==> config.mk <==
export PLATFORM = sky130hd
export DESIGN_NAME = pc_sequencer_flat
export DESIGN_NICKNAME = d
export VERILOG_FILES = /design/src/rtl/pipe_pkg.sv /design/src/rtl/pc_sequencer_if.sv /design/src/rtl/pc_sequencer_if_id_reg.sv /design/src/rtl/pc_sequencer.sv /design/src/flat_wrapper.sv
export SDC_FILE = /design/constraint.sdc
export NUM_CORES = 1
export LEC_CHECK = 0
export CAP_MARGIN = 20
export CORE_MARGIN = 2
export CORE_UTILIZATION = 41
export DETAILED_ROUTE_END_ITERATION = 10
export GPL_TIMING_DRIVEN = 0
export PLACE_DENSITY = 0.78
export SYNTH_ARGS = -nofsm -noshare
export SYNTH_HDL_FRONTEND = slang
export SYNTH_HIERARCHICAL = 1
export SYNTH_SLANG_ARGS = --single-unit
==> constraint.sdc <==
create_clock -name clk -period 1.9 [get_ports clk]
set_input_delay 0.285 -clock clk [delete_from_list [all_inputs] [get_ports clk]]
set_output_delay 0.285 -clock clk [all_outputs]
set_load 0.005 [all_outputs]
==> src/rtl/pipe_pkg.sv <==
// Shared pipeline definitions: next-PC select codes, sequencer states,
// reset PC and the NOP word used for IF/ID bubbles.
package pipe_pkg;

    localparam logic [31:0] RESET_PC = 32'h0000_3000;
    localparam logic [31:0] NOP_WORD = 32'h0000_0000;

    localparam logic [1:0] NPC_PC4 = 2'b00;
    localparam logic [1:0] NPC_BR  = 2'b01;
    localparam logic [1:0] NPC_JR  = 2'b10;
    localparam logic [1:0] NPC_J   = 2'b11;

    typedef enum logic [1:0] {
        ST_BOOT,
        ST_RUN,
        ST_HALT
    } state_t;

endpackage

==> src/rtl/pc_sequencer_if.sv <==
// Fetch-sequencer bundle: ID requests, next-PC mux return, imem data in;
// select code, PC values, IF/ID contents, halt/count status out.
// Optional align_err member present when PC_ALIGN_CHK_EN is defined.
interface pc_sequencer_if #(
    parameter int CNT_W = 32
);
    logic             stall;
    logic             br_taken_d;
    logic             jr_d;
    logic             j_d;
    logic             halt_req_d;
    logic [31:0]      npc;
    logic [31:0]      instr_f;
    logic [1:0]       npc_sel;
    logic [31:0]      pc_f;
    logic [31:0]      pc4_f;
    logic [31:0]      instr_d;
    logic [31:0]      pc_d;
    logic [31:0]      pc8_d;
    logic             valid_d;
    logic             halted;
    logic [CNT_W-1:0] fetch_cnt;
`ifdef PC_ALIGN_CHK_EN
    logic             align_err;
`endif

    modport master (
        output stall, br_taken_d, jr_d, j_d, halt_req_d,
        output npc, instr_f,
        input  npc_sel, pc_f, pc4_f, instr_d, pc_d, pc8_d,
        input  valid_d, halted, fetch_cnt
`ifdef PC_ALIGN_CHK_EN
        , input align_err
`endif
    );

    modport slave (
        input  stall, br_taken_d, jr_d, j_d, halt_req_d,
        input  npc, instr_f,
        output npc_sel, pc_f, pc4_f, instr_d, pc_d, pc8_d,
        output valid_d, halted, fetch_cnt
`ifdef PC_ALIGN_CHK_EN
        , output align_err
`endif
    );

endinterface

==> src/rtl/pc_sequencer_if_id_reg.sv <==
// IF/ID pipeline register. Ports: clk, rst_n, i_hold (keep contents),
// i_bubble (load NOP, valid=0; wins over hold), i_instr/i_pc in, o_* out.
module if_id_reg
    import pipe_pkg::*;
(
    input  logic        clk,
    input  logic        rst_n,
    input  logic        i_hold,
    input  logic        i_bubble,
    input  logic [31:0] i_instr,
    input  logic [31:0] i_pc,
    output logic [31:0] o_instr,
    output logic [31:0] o_pc,
    output logic        o_valid
);

    logic [31:0] r_instr;
    logic [31:0] r_pc;
    logic        r_valid;

    // A bubble keeps the old PC; only the instruction and valid flag clear.
    always_ff @(posedge clk or negedge rst_n) begin
        if (!rst_n) begin
            r_instr <= NOP_WORD;
            r_pc    <= 32'h0;
            r_valid <= 1'b0;
        end else if (i_bubble) begin
            r_instr <= NOP_WORD;
            r_valid <= 1'b0;
        end else if (!i_hold) begin
            r_instr <= i_instr;
            r_pc    <= i_pc;
            r_valid <= 1'b1;
        end
    end

    assign o_instr = r_instr;
    assign o_pc    = r_pc;
    assign o_valid = r_valid;

endmodule

==> src/rtl/pc_sequencer.sv <==
// Fetch-stage sequencer: PC register, IF/ID register, next-PC select,
// stall/redirect/halt control and fetch counter.
// Ports: clk, reset_n (async active-low), bus (pc_sequencer_if.slave).
// Optional PC_ALIGN_CHK_EN: misaligned npc halts and sets sticky align_err.
module pc_sequencer #(
    parameter logic [31:0] RESET_PC = pipe_pkg::RESET_PC,
    parameter int          CNT_W    = 32
) (
    input logic           clk,
    input logic           reset_n,
    pc_sequencer_if.slave bus
);
    import pipe_pkg::*;

    state_t           r_state;
    logic [31:0]      r_pc;
    logic [CNT_W-1:0] r_cnt;
    logic             r_halted;
`ifdef PC_ALIGN_CHK_EN
    logic             r_align_err;
    logic             w_align_trip;
`endif

    logic [31:0] w_pc4;
    logic [31:0] w_instr_d;
    logic [31:0] w_pc_d;
    logic        w_valid_d;
    logic        w_hold;
    logic        w_bubble;
    logic        w_adv;
    logic        w_stop;
    logic        w_halt_hit;
    logic        w_misalign;
    logic [1:0]  w_sel;

    assign w_pc4      = r_pc + 32'd4;
    assign w_halt_hit = bus.halt_req_d && w_valid_d;

`ifdef PC_ALIGN_CHK_EN
    assign w_misalign   = (bus.npc[1:0] != 2'b00);
    assign w_align_trip = (r_state == ST_RUN) && !w_halt_hit
                          && !bus.stall && w_misalign;
`else
    assign w_misalign = 1'b0;
`endif

    // Select code only means something for a live instruction in RUN.
    always_comb begin
        w_sel = NPC_PC4;
        if ((r_state == ST_RUN) && w_valid_d) begin
            if (bus.j_d) begin
                w_sel = NPC_J;
            end else if (bus.jr_d) begin
                w_sel = NPC_JR;
            end else if (bus.br_taken_d) begin
                w_sel = NPC_BR;
            end
        end
    end

    // Halt beats stall; stall beats advance.
    always_comb begin
        w_hold   = 1'b1;
        w_bubble = 1'b0;
        w_adv    = 1'b0;
        w_stop   = 1'b0;
        unique case (r_state)
            ST_BOOT: w_hold = 1'b0;
            ST_RUN: begin
                if (w_halt_hit) begin
                    w_stop   = 1'b1;
                    w_bubble = 1'b1;
                end else if (!bus.stall) begin
                    if (w_misalign) begin
                        w_stop   = 1'b1;
                        w_bubble = 1'b1;
                    end else begin
                        w_hold = 1'b0;
                        w_adv  = 1'b1;
                    end
                end
            end
            default: ;
        endcase
    end

    always_ff @(posedge clk or negedge reset_n) begin
        if (!reset_n) begin
            r_state     <= ST_BOOT;
            r_pc        <= RESET_PC;
            r_cnt       <= '0;
            r_halted    <= 1'b0;
`ifdef PC_ALIGN_CHK_EN
            r_align_err <= 1'b0;
`endif
        end else begin
            unique case (r_state)
                ST_BOOT: begin
                    r_pc    <= w_pc4;
                    r_cnt   <= r_cnt + CNT_W'(1);
                    r_state <= ST_RUN;
                end
                ST_RUN: begin
                    if (w_stop) begin
                        r_state  <= ST_HALT;
                        r_halted <= 1'b1;
                    end else if (w_adv) begin
                        r_pc  <= bus.npc;
                        r_cnt <= r_cnt + CNT_W'(1);
                    end
`ifdef PC_ALIGN_CHK_EN
                    if (w_align_trip) begin
                        r_align_err <= 1'b1;
                    end
`endif
                end
                default: ;
            endcase
        end
    end

    if_id_reg u_if_id (
        .clk      (clk),
        .rst_n    (reset_n),
        .i_hold   (w_hold),
        .i_bubble (w_bubble),
        .i_instr  (bus.instr_f),
        .i_pc     (r_pc),
        .o_instr  (w_instr_d),
        .o_pc     (w_pc_d),
        .o_valid  (w_valid_d)
    );

    assign bus.npc_sel   = w_sel;
    assign bus.pc_f      = r_pc;
    assign bus.pc4_f     = w_pc4;
    assign bus.instr_d   = w_instr_d;
    assign bus.pc_d      = w_pc_d;
    assign bus.pc8_d     = w_pc_d + 32'd8;
    assign bus.valid_d   = w_valid_d;
    assign bus.halted    = r_halted;
    assign bus.fetch_cnt = r_cnt;
`ifdef PC_ALIGN_CHK_EN
    assign bus.align_err = r_align_err;
`endif

endmodule

==> src/flat_wrapper.sv <==
// flat-port wrapper written by rule: the top's interface ports become plain ports
module pc_sequencer_flat import pipe_pkg::*;
#(
    parameter logic [31:0] RESET_PC = pipe_pkg::RESET_PC,
    parameter int          CNT_W    = 32
)
  (clk, reset_n, bus_stall, bus_br_taken_d, bus_jr_d, bus_j_d, bus_halt_req_d, bus_npc, bus_instr_f, bus_npc_sel, bus_pc_f, bus_pc4_f, bus_instr_d, bus_pc_d, bus_pc8_d, bus_valid_d, bus_halted, bus_fetch_cnt);
  pc_sequencer_if #(.CNT_W(CNT_W)) bus_i ();
  input logic clk;
  input logic reset_n;
  input wire logic [$bits(bus_i.stall)-1:0] bus_stall;
  input wire logic [$bits(bus_i.br_taken_d)-1:0] bus_br_taken_d;
  input wire logic [$bits(bus_i.jr_d)-1:0] bus_jr_d;
  input wire logic [$bits(bus_i.j_d)-1:0] bus_j_d;
  input wire logic [$bits(bus_i.halt_req_d)-1:0] bus_halt_req_d;
  input wire logic [$bits(bus_i.npc)-1:0] bus_npc;
  input wire logic [$bits(bus_i.instr_f)-1:0] bus_instr_f;
  output wire logic [$bits(bus_i.npc_sel)-1:0] bus_npc_sel;
  output wire logic [$bits(bus_i.pc_f)-1:0] bus_pc_f;
  output wire logic [$bits(bus_i.pc4_f)-1:0] bus_pc4_f;
  output wire logic [$bits(bus_i.instr_d)-1:0] bus_instr_d;
  output wire logic [$bits(bus_i.pc_d)-1:0] bus_pc_d;
  output wire logic [$bits(bus_i.pc8_d)-1:0] bus_pc8_d;
  output wire logic [$bits(bus_i.valid_d)-1:0] bus_valid_d;
  output wire logic [$bits(bus_i.halted)-1:0] bus_halted;
  output wire logic [$bits(bus_i.fetch_cnt)-1:0] bus_fetch_cnt;
  assign bus_i.stall = bus_stall;
  assign bus_i.br_taken_d = bus_br_taken_d;
  assign bus_i.jr_d = bus_jr_d;
  assign bus_i.j_d = bus_j_d;
  assign bus_i.halt_req_d = bus_halt_req_d;
  assign bus_i.npc = bus_npc;
  assign bus_i.instr_f = bus_instr_f;
  assign bus_npc_sel = bus_i.npc_sel;
  assign bus_pc_f = bus_i.pc_f;
  assign bus_pc4_f = bus_i.pc4_f;
  assign bus_instr_d = bus_i.instr_d;
  assign bus_pc_d = bus_i.pc_d;
  assign bus_pc8_d = bus_i.pc8_d;
  assign bus_valid_d = bus_i.valid_d;
  assign bus_halted = bus_i.halted;
  assign bus_fetch_cnt = bus_i.fetch_cnt;
  pc_sequencer #(.RESET_PC(RESET_PC), .CNT_W(CNT_W)) u_core (.clk(clk), .reset_n(reset_n), .bus(bus_i));
endmodule
==> impl_results.md, run 1 <==
- Status: complete, but fails checks
- Violated checks: negative setup slack
- Initial core utilization: ~42%
- Clock Skews: 14.8 ps
- CP max FO: 2
- F_max: roughly 380 MHz
- Crit end category: output port
- Crit share post-route: 139%
- TritonRoute pass-1 iters: 5
- Rows: 48
- Pin count of the biggest net entering global routing: between 80 and 90
- Reg2reg path depth: 7
- CORE AREA: between 15,000 and 20,000 um^2
- Min Tclk post-route: 2650 ps
- Mean routed wirelength per cell: 22.8 um
- Pre-CTS setup slack: -875 ps
- Area delta synth->final: 82.6%
- Reg clk slew, reported paths: about 70 ps
- Vias per cell: 5.67
- Placer's final routability congestion estimate: between 0.8 and 0.9
- Final WS setup: -747 ps
- Post-layout util: approximately three quarters
- Max Buffers Root-to-Sink: 2
- R2r endpoint: u_core/bus.pc_f[21]
- RSZ-0062 raised after global routing: yes
- Worst VDD drop: around 0.00091 V
- Synth area leaders: dfrtp_1 46%, xnor2_1 8.5%, mux2_4 6.3%
- Pins over their slew limit: 0
- Hold Fails Final Rpt: 0
- RR Startpoint: u_core/bus.pc_f[12]
- Clock sinks: 132
- Die width: approximately 140 um
- Cell taking the most area after synthesis: dfrtp_1
- Total track usage: between 20% and 30%
- Sequential share of the synthesized area: 46.5%
- Worst-skew pair later-pin latency: between 400 and 500 ps
- CP Launch Type: flop
- Flops & latches, synth: roughly 130
- Crit path required time: ~1600 ps
- Post-DP HPWL: roughly 16 mm
- Fraction of layout cells with a size suffix above 1: a little over two fifths
- Overflow left after global routing: 0
- PD cells: between 1000 and 1500 nW/um^2
- P_leak: between 5 and 6 nW
- Slew @ Worst Pin: 512 ps
- Die H: roughly 140 um
- Vias: 7,625
- Layout net count: roughly 1.2k
- Initial antenna violation count: 3
- Syn Nets: about 750
- Reg-to-reg slack, setup: -320 ps
- Synthesized area: roughly 7000 um^2
- Critical Path AT: 2360 ps
- CTS tree: done
- First-pass GRT wire length: 40.3 mm
- Min-delay worst type: input port to async pin
- Mean Syn Cell Area: approximately 11 um^2
- Setup CP Type: flop to output port
- Die ar.: approximately 18,000 um^2
- I/O Buffers: between 200 and 300
- CTS root buf: clkbuf_16
- # DRC: 0
- Top cell type's share of synthesized area: approximately 46%
- Yosys warns: 6
- H-tree levels: 4
- Drt initial violations: around 700
- Ports: 267
- Total Routed Length: ~30 mm
- Slew margin rel.: roughly two thirds
- Number of CTS-inserted buffers: 17
- Post-Syn Instances: between 600 and 700
- Total power: 19.3 mW
- Final setup fails: slightly below 70
- Routed Antenna Nets: 0
- Vias in the first global route: roughly 7.2k
- Max cap viols: 0
- Netlist cell types: 51
==> flip-flops by register name, indices dropped and copies added, names as in the netlist <==
signal	cells
u_core/bus.fetch_cnt	32
u_core/u_if_id/o_pc	32
u_core/u_if_id/o_instr	32
u_core/bus.pc_f	32
u_core/bus.halted	1
u_core/r_state	2
u_core/u_if_id/o_valid	1
==> worst max-delay path, stage by stage (launching register included) <==
cell     delay, ps
dfstp_2        580
nand3_4        120
nor4_4         340
buf_4          200
nand4_1        260
xnor2_2        270
buf_2          160
==> cell usage after synthesis, drive strengths merged <==
cell and number:
ha 3, nand2b 2, a21oi 32, inv 15
clkbuf 12, mux2i 35, nor3 7, o21a 1
nor2 67, a21o 1, o311ai 3, o2bb2ai 1
o21ai 13, and3 14, nand2 52, or3 1
or4 1, nand3 44, buf 28, a2111oi 1
and2 7, o22ai 15, mux2 34, a2bb2oi 13
nor4 6, xnor2 69, a22oi 5, or2 5
xor2 17, nand4b 1, dfstp 2, a31oi 2
and4 7, a211oi 1, nand4 24, dfrtp 130
==> logic make-up (layout without fill, tap and decap cells) <==
family	count (synthesis)	count (layout)	synth area share [%]
multiplexers	69	69	11.9
flip-flops	132	132	46.5
other	0	1	0
adder cells (fa/ha/maj)	3	3	0.528
AND/OR/NAND/NOR	238	238	17.6
buffers and inverters	55	502	4.67
AO/OA/AOI/OAI	88	88	8.15
XOR/XNOR	86	86	10.6
==> per-layer routing <==
layer  vias to the layer above  global-route usage, %  wire [um]
li1                       3232                      -          -
met3                       150                   7.59       2960
met2                       522                   48.8      15000
met1                      3717                   33.2      11000
met5                         -                      0         27
met4                         4                   12.9       1700
==> placed cells by master, fill, tap and decap left out, types with 10 or more instances in the layout <==
cell / n
mux2_4: 30
clkdlybuf4s50_1: 203
xnor2_2: 17
buf_6: 55
dfrtp_1: 93
dfrtp_2: 37
buf_2: 56
nand4_1: 24
a21oi_1: 17
xor2_1: 17
mux2i_1: 34
inv_1: 12
and3_1: 10
xnor2_1: 50
buf_4: 102
nand2_1: 42
nand3_4: 18
nor2_4: 11
clkbuf_16: 17
nand3_1: 18
buf_12: 10
nor2_1: 52
==> final cells by class <==
class                      count  area (um^2)
antenna                        1         2.50
timing repair buffer         423         3920
tap                          225          282
fill                        1039         4140
sequential                   132         3350
clock inverter                12          178
buffer                        32          279
multi-input combinational    484         4440
clock buffer                  20          467
inverter                      15         56.3
==> how the worst max path moves through the flow <==
stage,from,end,slack (ps),cells past startpoint
floorplan,u_core/u_if_id/o_valid,u_core/u_if_id/o_pc[10],-170,9
global placement,reset_n,u_core/u_if_id/o_instr[9],-4850,1
detailed placement,u_core/bus.pc_f[2],bus_pc4_f[14],-880,6
CTS,u_core/bus.pc_f[12],bus_pc4_f[31],-560,7
global route,u_core/bus.pc_f[12],bus_pc4_f[21],-760,6
finish,u_core/bus.pc_f[12],bus_pc4_f[21],-750,6
==> per-stage QoR <==
stage | std cells | TNS [ps] | cell area (um^2) | hold slack, ps
2_1_floorplan | 671 | -5290 | 7120 | -10.6
3_3_place_gp | 1162 | -719060 | 10100 | 451
3_5_place_dp | 1163 | -88160 | 10100 | 266
4_1_cts | 1304 | -19280 | 12200 | 404
5_1_grt | 1343 | -28530 | 13000 | 417
6_report | 1344 | -23760 | 13000 | 379
==> timing repair <==
action | in CTS | in global routing
setup buffers | 108 | 57
hold buffers | 1 | 0
endpoints found under the hold margin | 49 | 0
gates cloned | 3 | 0
endpoints found under the setup margin | 170 | 156
pin swaps | 69 | 69
gates resized for setup | 407 | 146
==> power by group <==
| group | switching, mW | internal, mW |
|---|---|---|
| Clock | 1.32 | 2.30 |
| Combinational | 4.41 | 5.89 |
| Sequential | 1.48 | 3.95 |
Note: power is estimated with default switching activity, not from simulation.
==> run 2: changes to the inputs <==
--- a/config.mk
+++ b/config.mk
@@ -7,10 +7,9 @@
 export LEC_CHECK = 0
 export CAP_MARGIN = 20
 export CORE_MARGIN = 2
-export CORE_UTILIZATION = 41
+export CORE_UTILIZATION = 29
 export DETAILED_ROUTE_END_ITERATION = 10
 export GPL_TIMING_DRIVEN = 0
-export PLACE_DENSITY = 0.78
 export SYNTH_ARGS = -nofsm -noshare
 export SYNTH_HDL_FRONTEND = slang
 export SYNTH_HIERARCHICAL = 1
==> run 2 against run 1 <==
Net effect: the flow still finishes with violations (negative setup slack); largest cell class unchanged; clock skew decreased by 2.0 ps; largest power group unchanged; non-clock buffer count is 8 lower; highest routed layer unchanged; worst setup slack improved by 150 ps; worst hold slack got worse by 19 ps; global-route usage fell by 8.9 points.
==> impl_results.md, run 2 (synthesis gave the netlist of run 1 again) <==
- Status: complete, but fails checks
- Violated checks: negative setup slack
- Post-layout util: 53.3%
- Most common cell after layout, fill and taps aside: clkdlybuf4s50_1
- Clk pwr share: a little under a fifth
- F_max: roughly 400 MHz
- CTS root buf: clkbuf_16
- Number of CTS-inserted buffers: 17
- Initial core utilization: 29.4%
- Total power: 18.0 mW
- Hold Fails Final Rpt: 0
- First-pass GRT wire length: a little under 40 mm
- Worst-skew pair later-pin latency: 430 ps
- H-tree levels: 4
- Net Sw Frac: 36.9%
- Placed cells: 1,262
- Area post-placement: slightly above 10,000 um^2
- TritonRoute pass-1 iters: 4
- Total Routed Length: between 20 and 30 mm
- Fin cells: approximately 1.4k
- Rows: 57
- Vias in the first global route: around 7k
- Final WS setup: -602 ps
- Crit path required time: between 1500 and 2000 ps
- Filler cells: 2,087
- Worst VDD drop: between 0.0005 and 0.0006 V
- Area delta synth->final: 81.3%
- N_diodes: 0
- Crit end category: output port
- Setup TNS: -19,840 ps
- RSZ-0062 raised after global routing: yes
- Flop pwr share: 29.5%
- CP max FO: 5
- Routed Antenna Nets: 0
- Total track usage: 19.5%
- Layout net count: 1,171
- Die width: between 150 and 200 um
- Die H: between 150 and 200 um
- Most frequent cells in the layout: 202 x clkdlybuf4s50_1, 106 x dfrtp_1, 90 x buf_4
- Max cap viols: 0
- Die ar.: roughly 26,000 um^2
- Fraction of layout cells with a size suffix above 1: 41.1%
- Crit share post-route: 132%
- PD cells: about 1400 nW/um^2
- Slew @ Worst Pin: between 600 and 700 ps
- Clock sinks: ~130
- # DRC: 0
- Area occupied by multi-input gates: between 4000 and 5000 um^2
- Switching power: ~6.7 mW
- Slew margin rel.: a little under three fifths
- CTS tree: done
- I/O Buffers: ~270
- Post-DP HPWL: about 17 mm
- CP Launch Type: flop
- Overflow left after global routing: 0
- Register area: ~3300 um^2
- Setup CP Type: flop to output port
- Min-delay worst type: input port to async pin
- Pins over their slew limit: 0
- Ports: around 270
- Initial antenna violation count: 1
- Internal power: ~11 mW
- Layout Cell Area excl Fill: roughly 13,000 um^2
- Placer's final routability congestion estimate: between 0.7 and 0.8
- Mean routed wirelength per cell: 18.1 um
- Final setup fails: 50
- Clock Skews: approximately 13 ps
- Vias: approximately 7k
- Critical Path AT: between 2000 and 2500 ps
- Reg clk slew, reported paths: 70 ps
- Min Tclk post-route: 2500 ps
- Pin count of the biggest net entering global routing: 90
- CORE AREA: about 24,000 um^2
- P_leak: around 6 nW
- Max Buffers Root-to-Sink: 2
- Vias per cell: between 4 and 5
- Drt initial violations: ~250
- Power share of the combinational group: between 50 and 60%
## run 2: changes by cell type in the layout (fill, tap and decap cells not counted), sizes merged
cell,change
clkdlybuf4s50,-1
clkbuf,-7
dlymetal6s2s,+2
clkinvlp,-4
dlygate4sd2,-1
bufinv,-4
diode,-1
buf,-4
inv,+12
clkinv,-1
## run 2: path summary, 6_finish.rpt
| check | start | endpoint | slack [ps] | cells after the start |
|---|---|---|---|---|
| setup / recovery | u_core/u_if_id/o_pc[3] | bus_pc8_d[25] | -600 | 11 |
| hold / removal | reset_n | u_core/u_if_id/o_pc[21] | 360 | 2 |
| setup reg to reg | u_core/bus.pc_f[2] | u_core/bus.pc_f[26] | -10 | 11 |
| hold reg to reg | u_core/bus.halted | u_core/bus.halted | 480 | 1 |
| max in group asynchronous | reset_n | u_core/bus.fetch_cnt[0] | 670 | 3 |
| min in group clk | bus_npc[3] | u_core/bus.pc_f[3] | 420 | 3 |
## run 2: area by class of cell
type | instances | area share, %
well taps | 324 | 3.15
multi-input cells | 484 | 33.8
clock buffers | 17 | 3.30
flip-flops and latches | 132 | 25.9
inverters | 15 | 0.437
clock inverters | 15 | 1.18
plain buffers | 33 | 2.16
repair buffers | 414 | 30.1
## run 2: repair_timing
item	CTS	global route
hold buffers	1	0
resized for setup	379	131
cloned	3	0
setup endpoints to repair	178	152
pin swaps	67	67
hold endpoints to repair	43	0
buffers inserted	105	49
## run 2: metal layers
metal / vias up / global-route usage, % / wire (um)
li1: 3213 / - / -
met1: 3378 / 24.8 / 11000
met2: 220 / 33.6 / 13100
met3: 32 / 4.31 / 1460
met4: 2 / 5.16 / 412
met5: - / 0 / 13
## run 2: stage by stage
step | worst slack [ps] | hold slack, ps
after CTS | -625 | 363
after detailed placement | -911 | 242
after floorplan | -172 | -10.6
after global placement | -5240 | 455
final | -602 | 360
after global routing | -705 | 384
## run 2: power groups by stage
| stage | logic, mW | clock network (mW) | registers [mW] |
|---|---|---|---|
| final | 9.41 | 3.29 | 5.31 |
| after floorplan | 3.28 | 0 | 5.09 |
| after global routing | 10.1 | 3.48 | 5.50 |
| after detailed placement | 7.76 | 0 | 5.35 |
| after CTS | 8.82 | 3.35 | 5.22 |
| after global placement | 7.71 | 0 | 5.32 |
## run 2: critical path: stages (launching register included)
cell and delay, ps:
dfrtp_2 400, buf_6 110, ha_4 140, nand3_4 110
nor3_4 250, buf_12 130, buf_12 90, buf_12 100
buf_4 110, nand3_4 80, xnor2_2 150, buf_2 130
==> run 3: changes to the inputs <==
==> constraint.sdc (replaced) <==
create_clock -name clk -period 1.9 [get_ports clk]
set_input_delay 0.19 -clock clk [delete_from_list [all_inputs] [get_ports clk]]
set_output_delay 0.19 -clock clk [all_outputs]
set_load 0.005 [all_outputs]
==> run 3 against run 2 <==
Net effect: the flow still finishes with violations (negative setup slack); critical path depth decreased by 4; largest power group unchanged; largest cell class unchanged; sequential share of layout area about the same; maximum frequency increased by 2.0%; clock-buffer cell count unchanged; worst hold slack got worse by 94 ps; register-to-register slack got worse by 70 ps; utilization decreased by 0.088 points.
==> impl_results.md, run 3 (synthesis gave the netlist of run 1 again) <==
- Mean routed wirelength per cell: 18.3 um
- CP max FO: 4
- Worst-skew pair later-pin latency: 430 ps
- Vias per cell: between 4 and 5
- Placer's final routability congestion estimate: between 0.7 and 0.8
- Cell depth of the worst setup path: 7
- Final WS setup: -554 ps
- R2r endpoint: u_core/bus.pc_f[29]
- CP Launch Type: flop
- Total Routed Length: 26.3 mm
- Fraction of layout cells with a size suffix above 1: 40.5%
- H-tree levels: 4
- Min Tclk post-route: approximately 2500 ps
- Worst VDD drop: 0.000556 V
- Violated checks: negative setup slack
- PD cells: about 1400 nW/um^2
- Final setup fails: 54
- Max Buffers Root-to-Sink: 2
- Routed Antenna Nets: 0
- Hold Fails Final Rpt: 0
- Reg clk slew, reported paths: ~70 ps
- Reg2reg path depth: 8
- Pin count of the biggest net entering global routing: 90
- Slew @ Worst Pin: just over 700 ps
- CP endpoint: bus_pc4_f[29]
- Max cap viols: 0
- Critical Path AT: roughly 2300 ps
- Clock Skews: between 10 and 15 ps
- I/O Buffers: around 270
- First-pass GRT wire length: just under 40 mm
- Min-delay worst type: input port to async pin
- Crit share post-route: 129%
- Met1 usage: between 20% and 30%
- Grt met3 use: 4.34%
- RSZ-0062 raised after global routing: yes
- Die ar.: between 20,000 and 30,000 um^2
- CP bufs+invs: 3
- F_max: just over 400 MHz
- Grt met2 use: ~34%
- Die H: about 160 um
- CORE AREA: around 24,000 um^2
- Post-DP HPWL: 17.0 mm
- Crit path cell chain: nand3_4 -> nor4_4 -> buf_6 -> buf_6 -> nand4b_1 -> xnor2_1 -> buf_2
- Ports: between 200 and 300
- Status: complete, but fails checks
- # DRC: 0
- Slew margin rel.: between 50 and 60%
- Busiest grt layer: met2
- Reg-to-reg slack, setup: -80 ps
- Worst path slowest cell: dfstp_2
- Total track usage: approximately 20%
- P_leak: approximately 5.8 nW
- CTS tree: done
- Die width: 161 um
- Vias: 6,847
- Top cell by count, worst path: buf_6
- Clock sinks: between 100 and 150
- Drt initial violations: 295
- Crit path required time: approximately 1700 ps
- Initial antenna violation count: 1
- Pre-CTS setup slack: -816 ps
- Setup CP Type: flop to output port
- Slowest cell delay on critical path: about 600 ps
- Layout net count: roughly 1.2k
- Top Family by Delay on Critical Path: simple AND/OR/NAND/NOR gates
- Initial core utilization: between 20% and 30%
- Overflow left after global routing: 0
- Crit end category: output port
- Number of CTS-inserted buffers: 17
- Area occupied by multi-input gates: approximately 4300 um^2
- Crit path from: u_core/bus.pc_f[12]
- Pins over their slew limit: 0
- Area delta synth->final: 81.0%
- N_diodes: 0
- CTS root buf: clkbuf_16
- Register area: roughly 3300 um^2
- TritonRoute pass-1 iters: 4
- Rows: 57
- Most frequent cells in the layout: 205 x clkdlybuf4s50_1, 106 x dfrtp_1, 89 x buf_4
- Total power: roughly 18 mW
- Vias in the first global route: 7,049
- RR Startpoint: u_core/bus.pc_f[12]
- Filler cells: roughly 2.1k
- Most common cell after layout, fill and taps aside: clkdlybuf4s50_1
-- run 3: per-stage QoR --
step | cells | hold slack, ps | util [%] | setup TNS, ps | cell area [um^2]
2_1_floorplan | 671 | -106 | - | -5290 | 7120
3_3_place_gp | 1261 | 455 | 42.1 | -750730 | 10200
3_5_place_dp | 1262 | 147 | 42.3 | -79800 | 10200
4_1_cts | 1400 | 268 | 50.4 | -16310 | 12200
5_1_grt | 1435 | 289 | 53.2 | -21150 | 12900
6_report | 1435 | 266 | 53.2 | -16210 | 12900
-- run 3: worst min-delay path by stage --
stage                            from                       to  slack, ps  depth (start not counted)
detailed placement            reset_n  u_core/u_if_id/o_pc[21]        150                          1
finish                        reset_n  u_core/u_if_id/o_pc[21]        270                          2
global route                  reset_n  u_core/u_if_id/o_pc[21]        290                          2
global placement    u_core/bus.halted        u_core/bus.halted        460                          1
CTS                           reset_n  u_core/u_if_id/o_pc[21]        270                          2
floorplan                     reset_n  u_core/bus.fetch_cnt[0]       -110                          0
-- run 3: layout make-up --
type / instances / area share [%]
sequential: 132 / 25.9
inverter: 15 / 0.457
clock inverter: 15 / 1.18
buffer: 34 / 2.18
multi-input combinational: 484 / 33.5
tap: 324 / 3.15
timing repair buffer: 414 / 30.3
clock buffer: 17 / 3.31
-- run 3: routing by layer --
metal / wire length (um) / vias to the layer above
met5: 13 / -
met4: 452 / 2
met3: 1450 / 37
met2: 13300 / 223
met1: 11100 / 3372
li1: - / 3213
-- run 3: power breakdown --
group	switching, mW	internal (mW)	total [mW]
clock network	1.52	1.76	3.28
logic	3.72	5.63	9.35
registers	1.40	3.93	5.33
total	6.64	11.3	18.0
-- run 3: what timing repair did --
| action | 4_1_cts | 5_1_grt |
|---|---|---|
| hold endpoints to repair | 43 | 0 |
| gates resized for setup | 364 | 123 |
| setup endpoints to repair | 178 | 150 |
| hold buffers | 1 | 0 |
| pin swaps | 66 | 69 |
| gates cloned | 3 | 0 |
| buffers inserted | 104 | 48 |
